[config.mk]
export PLATFORM = sky130hd
export DESIGN_NAME = mux_n_pipe_flat
export DESIGN_NICKNAME = d
export VERILOG_FILES = /design/src/rtl/mux_n_pipe_if.sv /design/src/rtl/mux_n_pipe.sv /design/src/flat_wrapper.sv
export SDC_FILE = /design/constraint.sdc
export NUM_CORES = 1
export LEC_CHECK = 0
export BUFFER_PORTS_ARGS = -buffer_cell sky130_fd_sc_hd__buf_4
export CAP_MARGIN = 10
export CORE_MARGIN = 2
export CORE_UTILIZATION = 40
export CTS_CLUSTER_DIAMETER = 40
export DETAILED_ROUTE_END_ITERATION = 6
export PLACE_DENSITY = 0.73
export SLEW_MARGIN = 20
export SYNTH_ARGS = -nofsm -noshare
export SYNTH_HDL_FRONTEND = slang
export SYNTH_SLANG_ARGS = --single-unit
[constraint.sdc]
create_clock -name clk -period 1.5 [get_ports clk]
set_input_delay 0.15 -clock clk [delete_from_list [all_inputs] [get_ports clk]]
set_output_delay 0.15 -clock clk [all_outputs]
set_load 0.01 [all_outputs]
[src/rtl/mux_n_pipe_if.sv]
// Handshake/bus bundle between operand fetch and the registered operand mux.
// The master modport is the side that drives the input (upstream) and consumes the output.
interface mux_n_pipe_if #(
    parameter int BITWIDTH = 32,
    parameter int NUM_IN   = 4,
    parameter int SEL_W    = 2
);
    logic [SEL_W-1:0]           sel;
    logic [NUM_IN*BITWIDTH-1:0] in_bus;
    logic                       in_valid;
    logic                       in_ready;
    logic [BITWIDTH-1:0]        out_data;
    logic                       out_sel_err;
    logic                       out_valid;
    logic                       out_ready;
    logic [1:0]                 count;

    modport master (
        output sel, in_bus, in_valid, out_ready,
        input  in_ready, out_data, out_sel_err, out_valid, count
    );

    modport slave (
        input  sel, in_bus, in_valid, out_ready,
        output in_ready, out_data, out_sel_err, out_valid, count
    );
endinterface

[src/rtl/mux_n_pipe.sv]
// Registered N-input operand select feeding a 2-entry skid buffer.
// in_ready depends only on registered state (and reset), so the ALU can stall
// without a combinational path from out_ready back into decode.
module mux_n_pipe #(
    parameter int BITWIDTH = 32,
    parameter int NUM_IN   = 4,
    parameter int SEL_W    = 2
) (
    input  logic        clk,
    input  logic        rst_n,
    mux_n_pipe_if.slave bus
);
    // Elaboration-time parameter sanity.
    if ((1 << SEL_W) < NUM_IN) begin : g_bad_sel_w
        $error("mux_n_pipe: 2**SEL_W must be >= NUM_IN");
    end
    if (NUM_IN < 2 || NUM_IN > 16) begin : g_bad_num_in
        $error("mux_n_pipe: NUM_IN must be in 2..16");
    end

    // Widened so NUM_IN == 2**SEL_W is representable; err is then constant 0.
    localparam logic [SEL_W:0] NUM_IN_W = (SEL_W + 1)'(NUM_IN);

    typedef struct packed {
        logic                err;
        logic [BITWIDTH-1:0] data;
    } ent_t;

    typedef enum logic [1:0] {
        ST_EMPTY = 2'd0,
        ST_ONE   = 2'd1,
        ST_TWO   = 2'd2
    } state_t;

    state_t r_state;
    state_t w_state_nxt;
    ent_t   r_head;
    ent_t   r_skid;
    ent_t   w_word;
    logic   w_accept;
    logic   w_pop;
    logic   w_in_ready;
    logic   w_out_valid;
    logic   w_load_head_in;
    logic   w_load_head_skid;
    logic   w_load_skid;

    // Ready is held low during reset and otherwise only reflects the registered fill level.
    assign w_in_ready  = rst_n & (r_state != ST_TWO);
    assign w_out_valid = (r_state != ST_EMPTY);
    assign w_accept    = bus.in_valid & w_in_ready;
    assign w_pop       = w_out_valid & bus.out_ready;

    // Select the addressed word; out-of-range selects yield zero with the error flag set.
    always_comb begin
        w_word = '0;
        for (int k = 0; k < NUM_IN; k++) begin
            if (bus.sel == SEL_W'(k)) w_word.data = bus.in_bus[k*BITWIDTH +: BITWIDTH];
        end
        w_word.err = ({1'b0, bus.sel} >= NUM_IN_W);
    end

    // Next fill state and which storage register loads on this edge.
    always_comb begin
        w_state_nxt      = r_state;
        w_load_head_in   = 1'b0;
        w_load_head_skid = 1'b0;
        w_load_skid      = 1'b0;
        unique case (r_state)
            ST_EMPTY: begin
                if (w_accept) begin
                    w_state_nxt    = ST_ONE;
                    w_load_head_in = 1'b1;
                end
            end
            ST_ONE: begin
                if (w_accept && w_pop) begin
                    w_load_head_in = 1'b1;
                end else if (w_accept) begin
                    w_state_nxt = ST_TWO;
                    w_load_skid = 1'b1;
                end else if (w_pop) begin
                    w_state_nxt = ST_EMPTY;
                end
            end
            ST_TWO: begin
                // Skid always drains into head, so ordering stays FIFO.
                if (w_pop) begin
                    w_state_nxt      = ST_ONE;
                    w_load_head_skid = 1'b1;
                end
            end
            default: w_state_nxt = ST_EMPTY;
        endcase
    end

    // Fill-state register; reset drops both entries without an output pulse.
    always_ff @(posedge clk or negedge rst_n) begin
        if (!rst_n) r_state <= ST_EMPTY;
        else        r_state <= w_state_nxt;
    end

    // Head register only changes on a load, so the presented word is stable until popped.
    always_ff @(posedge clk or negedge rst_n) begin
        if (!rst_n)                r_head <= '0;
        else if (w_load_head_in)   r_head <= w_word;
        else if (w_load_head_skid) r_head <= r_skid;
    end

    // Skid register captures the word accepted while the head is stalled.
    always_ff @(posedge clk or negedge rst_n) begin
        if (!rst_n)           r_skid <= '0;
        else if (w_load_skid) r_skid <= w_word;
    end

    assign bus.in_ready    = w_in_ready;
    assign bus.out_valid   = w_out_valid;
    assign bus.out_data    = r_head.data;
    assign bus.out_sel_err = r_head.err;
    assign bus.count       = r_state;
endmodule

[src/flat_wrapper.sv]
// flat-port wrapper written by rule: the top's interface ports become plain ports
module mux_n_pipe_flat 
#(
    parameter int BITWIDTH = 32,
    parameter int NUM_IN   = 4,
    parameter int SEL_W    = 2
)
  (clk, rst_n, bus_sel, bus_in_bus, bus_in_valid, bus_out_ready, bus_in_ready, bus_out_data, bus_out_sel_err, bus_out_valid, bus_count);
  mux_n_pipe_if #(.BITWIDTH(BITWIDTH), .NUM_IN(NUM_IN), .SEL_W(SEL_W)) bus_i ();
  input  logic clk;
  input  logic rst_n;
  input wire logic [$bits(bus_i.sel)-1:0] bus_sel;
  input wire logic [$bits(bus_i.in_bus)-1:0] bus_in_bus;
  input wire logic [$bits(bus_i.in_valid)-1:0] bus_in_valid;
  input wire logic [$bits(bus_i.out_ready)-1:0] bus_out_ready;
  output wire logic [$bits(bus_i.in_ready)-1:0] bus_in_ready;
  output wire logic [$bits(bus_i.out_data)-1:0] bus_out_data;
  output wire logic [$bits(bus_i.out_sel_err)-1:0] bus_out_sel_err;
  output wire logic [$bits(bus_i.out_valid)-1:0] bus_out_valid;
  output wire logic [$bits(bus_i.count)-1:0] bus_count;
  assign bus_i.sel = bus_sel;
  assign bus_i.in_bus = bus_in_bus;
  assign bus_i.in_valid = bus_in_valid;
  assign bus_i.out_ready = bus_out_ready;
  assign bus_in_ready = bus_i.in_ready;
  assign bus_out_data = bus_i.out_data;
  assign bus_out_sel_err = bus_i.out_sel_err;
  assign bus_out_valid = bus_i.out_valid;
  assign bus_count = bus_i.count;
  mux_n_pipe #(.BITWIDTH(BITWIDTH), .NUM_IN(NUM_IN), .SEL_W(SEL_W)) u_core (.clk(clk), .rst_n(rst_n), .bus(bus_i));
endmodule
==> qor.txt, run 1 <==
Synth Instances - 229
Max Slew Vio Count - 0
Finished Core Util - 63.2%
Nets@finish - 551
Reg2reg path depth - 4
Crit path arrival time - 1.34 ns
DR vias/cell - 5.36
Die Wd - 99.1 microns
Setup crit end kind - primary output
Failing checks - negative hold slack
Yosys warnings - 0
Most area-consuming cells after synthesis - dfrtp_1, mux4_2, mux2_2
R2r startpoint - u_core.bus.count[1]
Post-DRT Antenna Nets - 0
Core Region - 0.00876 sq mm
Tot GR Track Use - 20.8%
Slew @ Worst Pin - 0.771 ns
Reg clk slew, reported paths - 0.07 ns
DPL Wire Length - 7500 microns
Area leader, netlist - dfrtp_1
Critical Path Max Stage Delay - 0.49 ns
Syn_area_per_cell - 15.8 sq um
Number of CTS-inserted buffers - 9
Hold slack final - -0.00431 ns
DRC Markers - 0
H-Tree Level Count - 3
WL final - 9780 microns
Latest clock arrival within the worst-skew pair - 0.35 ns
Crit Path Max Fanout - 7
Skew final - 0.00853 ns
Highest clock rate - 673 MHz
Min Tclk post-route - 1.49 ns
#FFs+latches synth - 66
Sequential area share after synthesis - 45.7%
Required time of the critical path - 1.35 ns
R2r setup slk - 0.02 ns
Worst VDD drop - 687 uV
DP Area - 0.00515 sq mm
Commonest non-fill, non-tap cell in the layout - buf_4
Core Rows - 34
CP max-delay cell - dfrtp_2
Buffers on Ports - 169
Final Instance Area - 0.00554 sq mm
TritonCTS clock tree - done
Status - finished with violations
Overall power - 7.02 mW
Syn nets - 363
Buf/Inv on CP - 2
Die area - 0.00982 sq mm
Number of global-route vias before repair - 3218
Pwr dens - 1270 mW/mm^2
Clk root buf - clkbuf_8
Delay-heaviest family, CP - flip-flops
Top cell type's share of synthesized area - 45.7%
Count of cell types in the netlist - 24
Crit path cell chain - buf_6, or2_4, buf_6
GRT overflow - 0
Diode count - 0
Largest net degree at the start of global routing - 61
Slew margin rel. - 48.6%
Setup_tns - 0 ns
Ports - 171
Area growth, synth to finish - 53.1%
Critical register-to-register path endpoint - u_core.bus.out_data[14]
Lkg Pwr - 2.59 nW
First-pass GRT wire length - 15700 microns
Maxcap violations - 0
Class of the worst hold path - input port to async pin
Most frequent cells in the layout - buf_4, dfrtp_1, mux2_2
Period utilization - 99.1%
Initial antenna violation count - 0
CTS sink cnt - 66
Layout cell share with drive strength beyond 1 - 74.4%
Critical path type - flip-flop to primary output
Starting density of the core - 41.3%
RSZ-0062 raised after global routing - yes
Vias - 2841
Routed length per instance - 18.5 microns
Clk buf depth - 2
RePlAce Congestion - 0.733
Initial DRC Count - 71
Mapped Area - 0.00362 sq mm
CP Launch Type - flip-flop
CP dominant cell by count - buf_6
Pre-antenna DRT Iters - 4
Final count of hold timing violations - 14
Setup Viol. Count Final - 0
Die Span Y - 99.1 microns
Filler cells - 674
[worst register-to-register path, cell delays in order (launching register included)]
cell and delay (ns):
dfrtp_2 0.49, and3b_2 0.29, a21oi_2 0.07, buf_12 0.15, a221o_1 0.35
[area by class of cell]
cell class / instances / area [sq um] / area share, %
Clock buffer: 10 / 138 / 2.49
Sequential cell: 66 / 1650 / 29.9
Multi-Input combinational cell: 145 / 1900 / 34.3
Timing Repair Buffer: 195 / 1570 / 28.4
Clock inverter: 6 / 138 / 2.49
Tap cell: 108 / 135 / 2.44
[worst max path at each step]
stage	from	end	slack (ns)	cells past startpoint
after floorplan	u_core.bus.count[1]	u_core.r_skid[10]	-0.02	4
after global placement	u_core.bus.count[0]	u_core.bus.out_data[27]	-0.03	5
after detailed placement	u_core.bus.count[0]	u_core.bus.out_data[22]	-0.06	5
after CTS	u_core.bus.count[0]	u_core.r_skid[7]	-0.02	4
after global routing	u_core.bus.count[1]	bus_out_valid	-0.03	3
final	u_core.bus.count[1]	bus_out_valid	0.01	3
[timing repair]
action                     CTS  global route
gates resized for setup     12             9
pin swaps                    2             0
hold buffers                 1             0
hold endpoints to repair     6             0
setup endpoints to repair   44            65
setup buffers                2             2
[power by group]
part           switching, mW  internal, mW  total [mW]  leakage, nW
clock network          0.712          1.32        2.03        0.137
logic                  0.770          1.45        2.22         1.65
registers              0.336          2.43        2.76        0.798
total                   1.82          5.20        7.02         2.59
[flip-flops by register name (all words and copies together) (netlist names)]
| name | count |
|---|---|
| u_core.r_skid | 32 |
| u_core.bus.out_data | 32 |
| u_core.bus.count | 2 |
[logic make-up after synthesis]
| group | count (synthesis) | synth area share, % |
|---|---|---|
| AO/OA/AOI/OAI | 18 | 4.53 |
| buffers and inverters | 18 | 3.15 |
| flip-flops | 66 | 45.7 |
| multiplexers | 101 | 41.4 |
| other | 1 | 0.104 |
| AND/OR/NAND/NOR | 25 | 5.16 |
[cell usage after synthesis]
library cell  number
a21oi_1            2
a221o_1           14
and2_1            15
and3b_1            2
buf_1              3
buf_2              7
buf_4              2
buf_6              4
clkbuf_1           2
conb_1             1
dfrtp_1           66
mux2_1            12
mux2_2            56
mux2i_1            1
mux4_2            32
nand2_1            1
nand2b_1           2
nand3b_4           1
nor2b_1            1
nor3_2             1
nor3_4             1
o21bai_1           1
o22ai_1            1
or2_2              1
[metrics by stage]
| stage | setup slack (ns) | instances | hold slack [ns] |
|---|---|---|---|
| after CTS | -0.0173 | 528 | 0.0113 |
| after floorplan | -0.0204 | 229 | -0.146 |
| after global routing | -0.0261 | 530 | 0.0574 |
| after detailed placement | -0.0612 | 509 | 0.0834 |
| final | 0.0130 | 530 | -0.00431 |
| after global placement | -0.0276 | 509 | 0.0829 |
[layer usage]
layer  vias up  wire [microns]  global-route usage (%)  share of wire, %
li1       1278               -                       -                 -
met1      1437            3770                    25.6                39
met2       109            5210                    35.4                53
met3        17             610                    4.26               6.2
met4         0             197                    8.85               2.0
met5         -               0                       0                 0
No activity file was read; power rests on OpenSTA's default activity.
==> inputs of run 2 (changes only) <==
==> constraint.sdc (replaced) <==
create_clock -name clk -period 1.5 [get_ports clk]
set_input_delay 0.075 -clock clk [delete_from_list [all_inputs] [get_ports clk]]
set_output_delay 0.075 -clock clk [all_outputs]
set_load 0.01 [all_outputs]
==> run 2 against run 1 <==
Final cell count is 0.75% higher. Count of clock-buffer cells in the layout stayed put. Sequential share of layout area is 1.0 points lower. Global-route usage is 0.22 points higher. Worst setup slack worse by 0.053 ns. Hold slack better by 0.16 ns. The flow finishes with violations (negative setup slack). Register-to-register slack worse by 0.06 ns. Sequential power hardly changed. Maximum frequency is 3.5% lower. Power is 0.84% lower. Via count is 1.2% higher.
==> qor.txt, run 2 (synthesized netlist as in run 1, its figures left out) <==
Status - finished with violations (unchanged)
Failing checks - negative setup slack (was negative hold slack)
GRT overflow - 0 (unchanged)
Comb power frac - 35.7% (was 31.6%)
Delay-heaviest family, CP - buffers and inverters (was flip-flops)
Die Wd - 99.1 microns (unchanged)
Pwr dens - 1220 mW/mm^2 (was 1270 mW/mm^2)
Buffers on Ports - 169 (unchanged)
Largest net degree at the start of global routing - 59 (was 61)
CP max-delay cell - dfrtp_1 (was dfrtp_2)
DR vias/cell - 5.38 (was 5.36)
Area growth, synth to finish - 58.4% (was 53.1%)
Min Tclk post-route - 1.54 ns (was 1.49 ns)
Crit path arrival time - 1.77 ns (was 1.34 ns)
Nets@finish - 555 (was 551)
Period utilization - 103% (was 99.1%)
Core Rows - 34 (unchanged)
Setup Viol. Count Final - 18 (was 0)
Hold slack final - 0.154 ns (was -0.00431 ns)
Final count of hold timing violations - 0 (was 14)
Reg power frac - 40.0% (was 39.4%)
Highest clock rate - 649 MHz (was 673 MHz)
Tot GR Track Use - 21.0% (was 20.8%)
Buf/Inv on CP - 3 (was 2)
Pre-antenna DRT Iters - 4 (unchanged)
Crit path cell chain - buf_6, nand2b_4, nor3_4, buf_12, clkbuf_16, mux2_2 (was buf_6, or2_4, buf_6)
Reg clk slew, reported paths - 0.07 ns (about the same)
Net switching power - 1.88 mW (was 1.82 mW)
TritonCTS clock tree - done (unchanged)
WL final - 10100 microns (was 9780 microns)
Initial DRC Count - 148 (was 71)
Vias - 2875 (was 2841)
Skew final - 0.00964 ns (was 0.00853 ns)
Critical path type - flip-flop to flip-flop (was flip-flop to primary output)
Sw Share - 27.1% (was 25.9%)
Clk buf depth - 2 (unchanged)
Die area - 0.00982 sq mm (unchanged)
Routed length per instance - 18.9 microns (was 18.5 microns)
Class of the worst hold path - input port to flip-flop (was input port to async pin)
Number of global-route vias before repair - 3134 (was 3218)
Maxcap violations - 0 (unchanged)
Worst VDD drop - 602 uV (was 687 uV)
CTS sink cnt - 66 (unchanged)
H-Tree Level Count - 3 (unchanged)
Slew @ Worst Pin - 0.730 ns (was 0.771 ns)
First-pass GRT wire length - 16000 microns (was 15700 microns)
Max Slew Vio Count - 0 (unchanged)
CP Launch Type - flip-flop (unchanged)
RePlAce Congestion - 0.752 (was 0.733)
DRC Markers - 0 (unchanged)
Critical Path Max Stage Delay - 0.42 ns (was 0.49 ns)
Crit Path Max Fanout - 13 (was 7)
Final worst-path setup slack - -0.0403 ns (was 0.0130 ns)
DPL Wire Length - 7040 microns (was 7500 microns)
Die Span Y - 99.1 microns (unchanged)
Core Region - 0.00876 sq mm (unchanged)
Slew margin rel. - 51.4% (was 48.6%)
Layout cell share with drive strength beyond 1 - 74.4% (about the same)
Diode count - 0 (unchanged)
Number of CTS-inserted buffers - 9 (unchanged)
Internal power - 5.08 mW (was 5.20 mW)
Starting density of the core - 41.3% (unchanged)
Most frequent cells in the layout - buf_4, dfrtp_1, mux2_4 (was buf_4, dfrtp_1, mux2_2)
Ports - 171 (unchanged)
Share of total power in the clock network - 24.3% (was 29.0%)
R2r setup slk - -0.04 ns (was 0.02 ns)
RSZ-0062 raised after global routing - yes (unchanged)
Initial antenna violation count - 0 (unchanged)
Post-DRT Antenna Nets - 0 (unchanged)
Commonest non-fill, non-tap cell in the layout - buf_4 (unchanged)
Clk root buf - clkbuf_8 (unchanged)
Filler cells - 655 (was 674)
Setup crit end kind - flip-flop (was primary output)
Worst slack, placed - -0.0783 ns (was -0.0612 ns)
Required time of the critical path - 1.73 ns (was 1.35 ns)
Lkg Pwr - 2.72 nW (was 2.59 nW)
Latest clock arrival within the worst-skew pair - 0.34 ns (was 0.35 ns)
-- run 2: changes by cell type in the layout (fill, tap and decap cells not counted), moves of 2 or more --
cell | before | now
mux2_4 | 5 | 38
mux2_2 | 55 | 24
buf_4 | 180 | 175
buf_6 | 8 | 13
clkbuf_16 | 0 | 3
bufinv_16 | 4 | 2
mux2_1 | 8 | 6
-- run 2: timing repair --
item / CTS / global route
resized for setup: 32 / 29
hold endpoints to repair: 67 / 0
gates cloned: 2 / 3
hold buffers: 2 / 0
endpoints found under the setup margin: 20 / 65
buffers inserted: 6 / 3
pin swaps: 5 / 12
-- run 2: path summary, 6_finish.rpt --
kind,startpoint,endpoint,depth (start not counted)
min reg2reg,u_core.r_skid[31],u_core.r_skid[31],1
max,u_core.bus.count[0],u_core.r_skid[18],6
max reg2reg,u_core.bus.count[0],u_core.r_skid[18],6
min,bus_out_ready,u_core.bus.count[0],3
min in group asynchronous,rst_n,u_core.r_skid[26],3
max in group asynchronous,rst_n,u_core.r_skid[25],3
-- run 2: area by class of cell --
class,instances,area (sq um),area share [%]
tap,108,135,2.36
multi-input combinational,145,2040,35.6
clock buffer,10,138,2.40
clock inverter,6,90.1,1.57
timing repair buffer,199,1680,29.2
sequential,66,1650,28.9
-- run 2: stage by stage --
step	cells	util, %	instance area [sq um]	setup TNS, ns	power [mW]
after floorplan	229	-	3640	-0.658	3.88
after global placement	506	58.4	5120	-0.592	4.83
after detailed placement	506	58.4	5120	-1.14	4.93
after CTS	532	63.9	5600	-0.0908	6.84
after global routing	534	65.4	5730	-2.78	7.34
final	534	65.4	5730	-0.472	6.96
-- run 2: worst register-to-register path, cell delays in order, from the launching register on --
cell	delay (ns)
dfrtp_1	0.42
buf_6	0.13
nand2b_4	0.06
nor3_4	0.16
buf_12	0.15
clkbuf_16	0.18
mux2_2	0.34
-- run 2: power by group through the flow --
| stage | logic [mW] | clock network, mW | registers (mW) |
|---|---|---|---|
| 2_1_floorplan | 1.04 | 0 | 2.84 |
| 3_3_place_gp | 2.07 | 0 | 2.76 |
| 3_5_place_dp | 2.14 | 0 | 2.79 |
| 4_1_cts | 2.35 | 1.72 | 2.76 |
| 5_1_grt | 2.66 | 1.81 | 2.87 |
| 6_report | 2.48 | 1.69 | 2.78 |
-- run 2: routing by layer --
| layer | up-vias | wire [microns] | part of all wire (%) | global-route usage, % |
|---|---|---|---|---|
| li1 | 1283 | - | - | - |
| met1 | 1464 | 4060 | 40 | 26.1 |
| met2 | 110 | 5150 | 51 | 35.4 |
| met3 | 18 | 658 | 6.5 | 5.74 |
| met4 | 0 | 232 | 2.3 | 7.06 |
| met5 | - | 0 | 0 | 0 |
==> inputs of run 3 (changes only) <==
==> constraint.sdc (replaced) <==
create_clock -name clk -period 1.5 [get_ports clk]
set_input_delay 0.225 -clock clk [delete_from_list [all_inputs] [get_ports clk]]
set_output_delay 0.225 -clock clk [all_outputs]
set_load 0.01 [all_outputs]
==> run 3 against run 2 <==
The flow still finishes with violations (negative setup slack). Critical path depth unchanged. Clock power fell by 7%. Die area unchanged. Utilization shrank 0.27 points. Flip-flop and latch count stayed put. Power down 3.2%. Sequential share of layout area up 0.12 points. Clock skew is 0.0029 ns higher. Maximum frequency down 2.6%. Critical path type unchanged. Largest power group unchanged.
==> qor.txt, run 3 (synthesized netlist as in run 1, its figures left out) <==
Status - finished with violations (unchanged)
Failing checks - negative setup slack (unchanged)
Die Span Y - 99.1 microns (unchanged)
Number of CTS-inserted buffers - 9 (unchanged)
Buffers on Ports - 169 (unchanged)
Overall power - 6.74 mW (was 6.96 mW)
CTS sink cnt - 66 (unchanged)
Largest net degree at the start of global routing - 50 (was 59)
Starting density of the core - 41.3% (unchanged)
Maxcap violations - 0 (unchanged)
WL final - 10500 microns (was 10100 microns)
Commonest non-fill, non-tap cell in the layout - buf_4 (unchanged)
Crit Path Max Fanout - 4 (was 13)
Vias - 2895 (was 2875)
DPL Wire Length - 7480 microns (was 7040 microns)
Die Wd - 99.1 microns (unchanged)
Initial DRC Count - 73 (was 148)
TritonCTS clock tree - done (unchanged)
Layout cell share with drive strength beyond 1 - 76.4% (was 74.4%)
Tot GR Track Use - 20.9% (was 21.0%)
Max Slew Vio Count - 0 (unchanged)
Initial antenna violation count - 0 (unchanged)
Routed length per instance - 19.4 microns (was 18.9 microns)
Min Tclk post-route - 1.58 ns (was 1.54 ns)
Setup Viol. Count Final - 40 (was 18)
Ports - 171 (unchanged)
Most frequent cells in the layout - buf_4, dfrtp_1, mux2_2 (was buf_4, dfrtp_1, mux2_4)
Diode count - 0 (unchanged)
Critical path type - flip-flop to flip-flop (unchanged)
H-Tree Level Count - 3 (unchanged)
Pwr dens - 1180 mW/mm^2 (was 1220 mW/mm^2)
Post-DRT Antenna Nets - 0 (unchanged)
Latest clock arrival within the worst-skew pair - 0.35 ns (was 0.34 ns)
DR vias/cell - 5.35 (was 5.38)
Highest clock rate - 633 MHz (was 649 MHz)
Number of global-route vias before repair - 3161 (was 3134)
CP Launch Type - flip-flop (unchanged)
Setup_tns - -0.994 ns (was -0.472 ns)
Final worst-path setup slack - -0.0807 ns (was -0.0403 ns)
RePlAce Congestion - 0.747 (was 0.752)
Setup crit end kind - flip-flop (unchanged)
DRC Markers - 0 (unchanged)
Area growth, synth to finish - 57.8% (was 58.4%)
Finished Core Util - 65.1% (was 65.4%)
First-pass GRT wire length - 16000 microns (about the same)
Lkg Pwr - 2.68 nW (was 2.72 nW)
Reg clk slew, reported paths - 0.09 ns (was 0.07 ns)
Nets@finish - 562 (was 555)
Class of the worst hold path - input port to async pin (was input port to flip-flop)
Final count of hold timing violations - 0 (unchanged)
Core Region - 0.00876 sq mm (unchanged)
Pre-antenna DRT Iters - 4 (unchanged)
Slew margin rel. - 57.3% (was 51.4%)
Period utilization - 105% (was 103%)
Crit path arrival time - 1.81 ns (was 1.77 ns)
GRT overflow - 0 (unchanged)
Required time of the critical path - 1.73 ns (about the same)
Skew final - 0.0125 ns (was 0.00964 ns)
Hold slack final - 0.0350 ns (was 0.154 ns)
Clk buf depth - 2 (unchanged)
Clk root buf - clkbuf_8 (unchanged)
Die area - 0.00982 sq mm (unchanged)
RSZ-0062 raised after global routing - yes (unchanged)
Slew @ Worst Pin - 0.641 ns (was 0.730 ns)
Worst VDD drop - 666 uV (was 602 uV)
Core Rows - 34 (unchanged)
==> run 3: cell types whose count changed in the layout (fill, tap and decap cells not counted), sizes merged <==
cell and delta:
bufinv -1, clkinvlp +1, dlygate4sd3 -1, clkbuf -1
buf +8, clkinv -3, inv +4
==> run 3: layer usage <==
| metal | global-route usage, % | vias up | share of wire, % |
|---|---|---|---|
| met4 | 5.58 | 0 | 1.9 |
| met3 | 5.67 | 13 | 6.4 |
| met1 | 24.5 | 1467 | 38 |
| met5 | 0 | - | 0 |
| li1 | - | 1299 | - |
| met2 | 37.7 | 116 | 53 |
==> run 3: worst paths after layout <==
check,start,to,slack [ns],cells after the start
worst max-delay path,u_core.bus.count[0],u_core.bus.out_data[28],-0.08,6
worst min-delay path,rst_n,u_core.r_skid[25],0.03,2
worst max register to register,u_core.bus.count[0],u_core.bus.out_data[28],-0.08,6
worst min register to register,u_core.r_skid[31],u_core.r_skid[31],0.50,1
max in group asynchronous,rst_n,u_core.bus.count[1],0.88,3
min in group clk,bus_out_ready,u_core.bus.count[1],0.17,2
==> run 3: cell type report <==
type                       instances  area (sq um)
multi-input combinational        145          1960
timing repair buffer             206          1750
clock inverter                     7          82.6
clock buffer                       9           124
tap                              108           135
sequential                        66          1650
fill                             653          3060
==> run 3: critical path: stages (launching register included) <==
cell and delay [ns]:
dfrtp_1 0.40, buf_6 0.13, nor2b_4 0.13, nor3_4 0.17, buf_6 0.17, clkbuf_16 0.15, mux2_2 0.32
==> run 3: stage by stage <==
| step | area [sq um] | setup WS, ns | std cells |
|---|---|---|---|
| 6_report | 5700 | -0.0807 | 541 |
| 3_3_place_gp | 5150 | -0.0188 | 509 |
| 3_5_place_dp | 5150 | -0.0694 | 509 |
| 2_1_floorplan | 3640 | -0.0204 | 229 |
| 5_1_grt | 5700 | -0.133 | 541 |
| 4_1_cts | 5470 | -0.0506 | 533 |
==> run 3: where the power goes <==
part	total (mW)	internal, mW	switching (mW)
sequential	2.78	2.43	0.352
combinational	2.38	1.57	0.811
clock	1.58	0.797	0.786
==> run 3: repair_timing <==
action                     in CTS  in global routing
hold buffers                    1                  0
pin swaps                       2                 16
buffers inserted                6                  3
gates cloned                    1                  5
hold endpoints to repair       17                  0
resized for setup              13                 36
setup endpoints to repair      45                 66
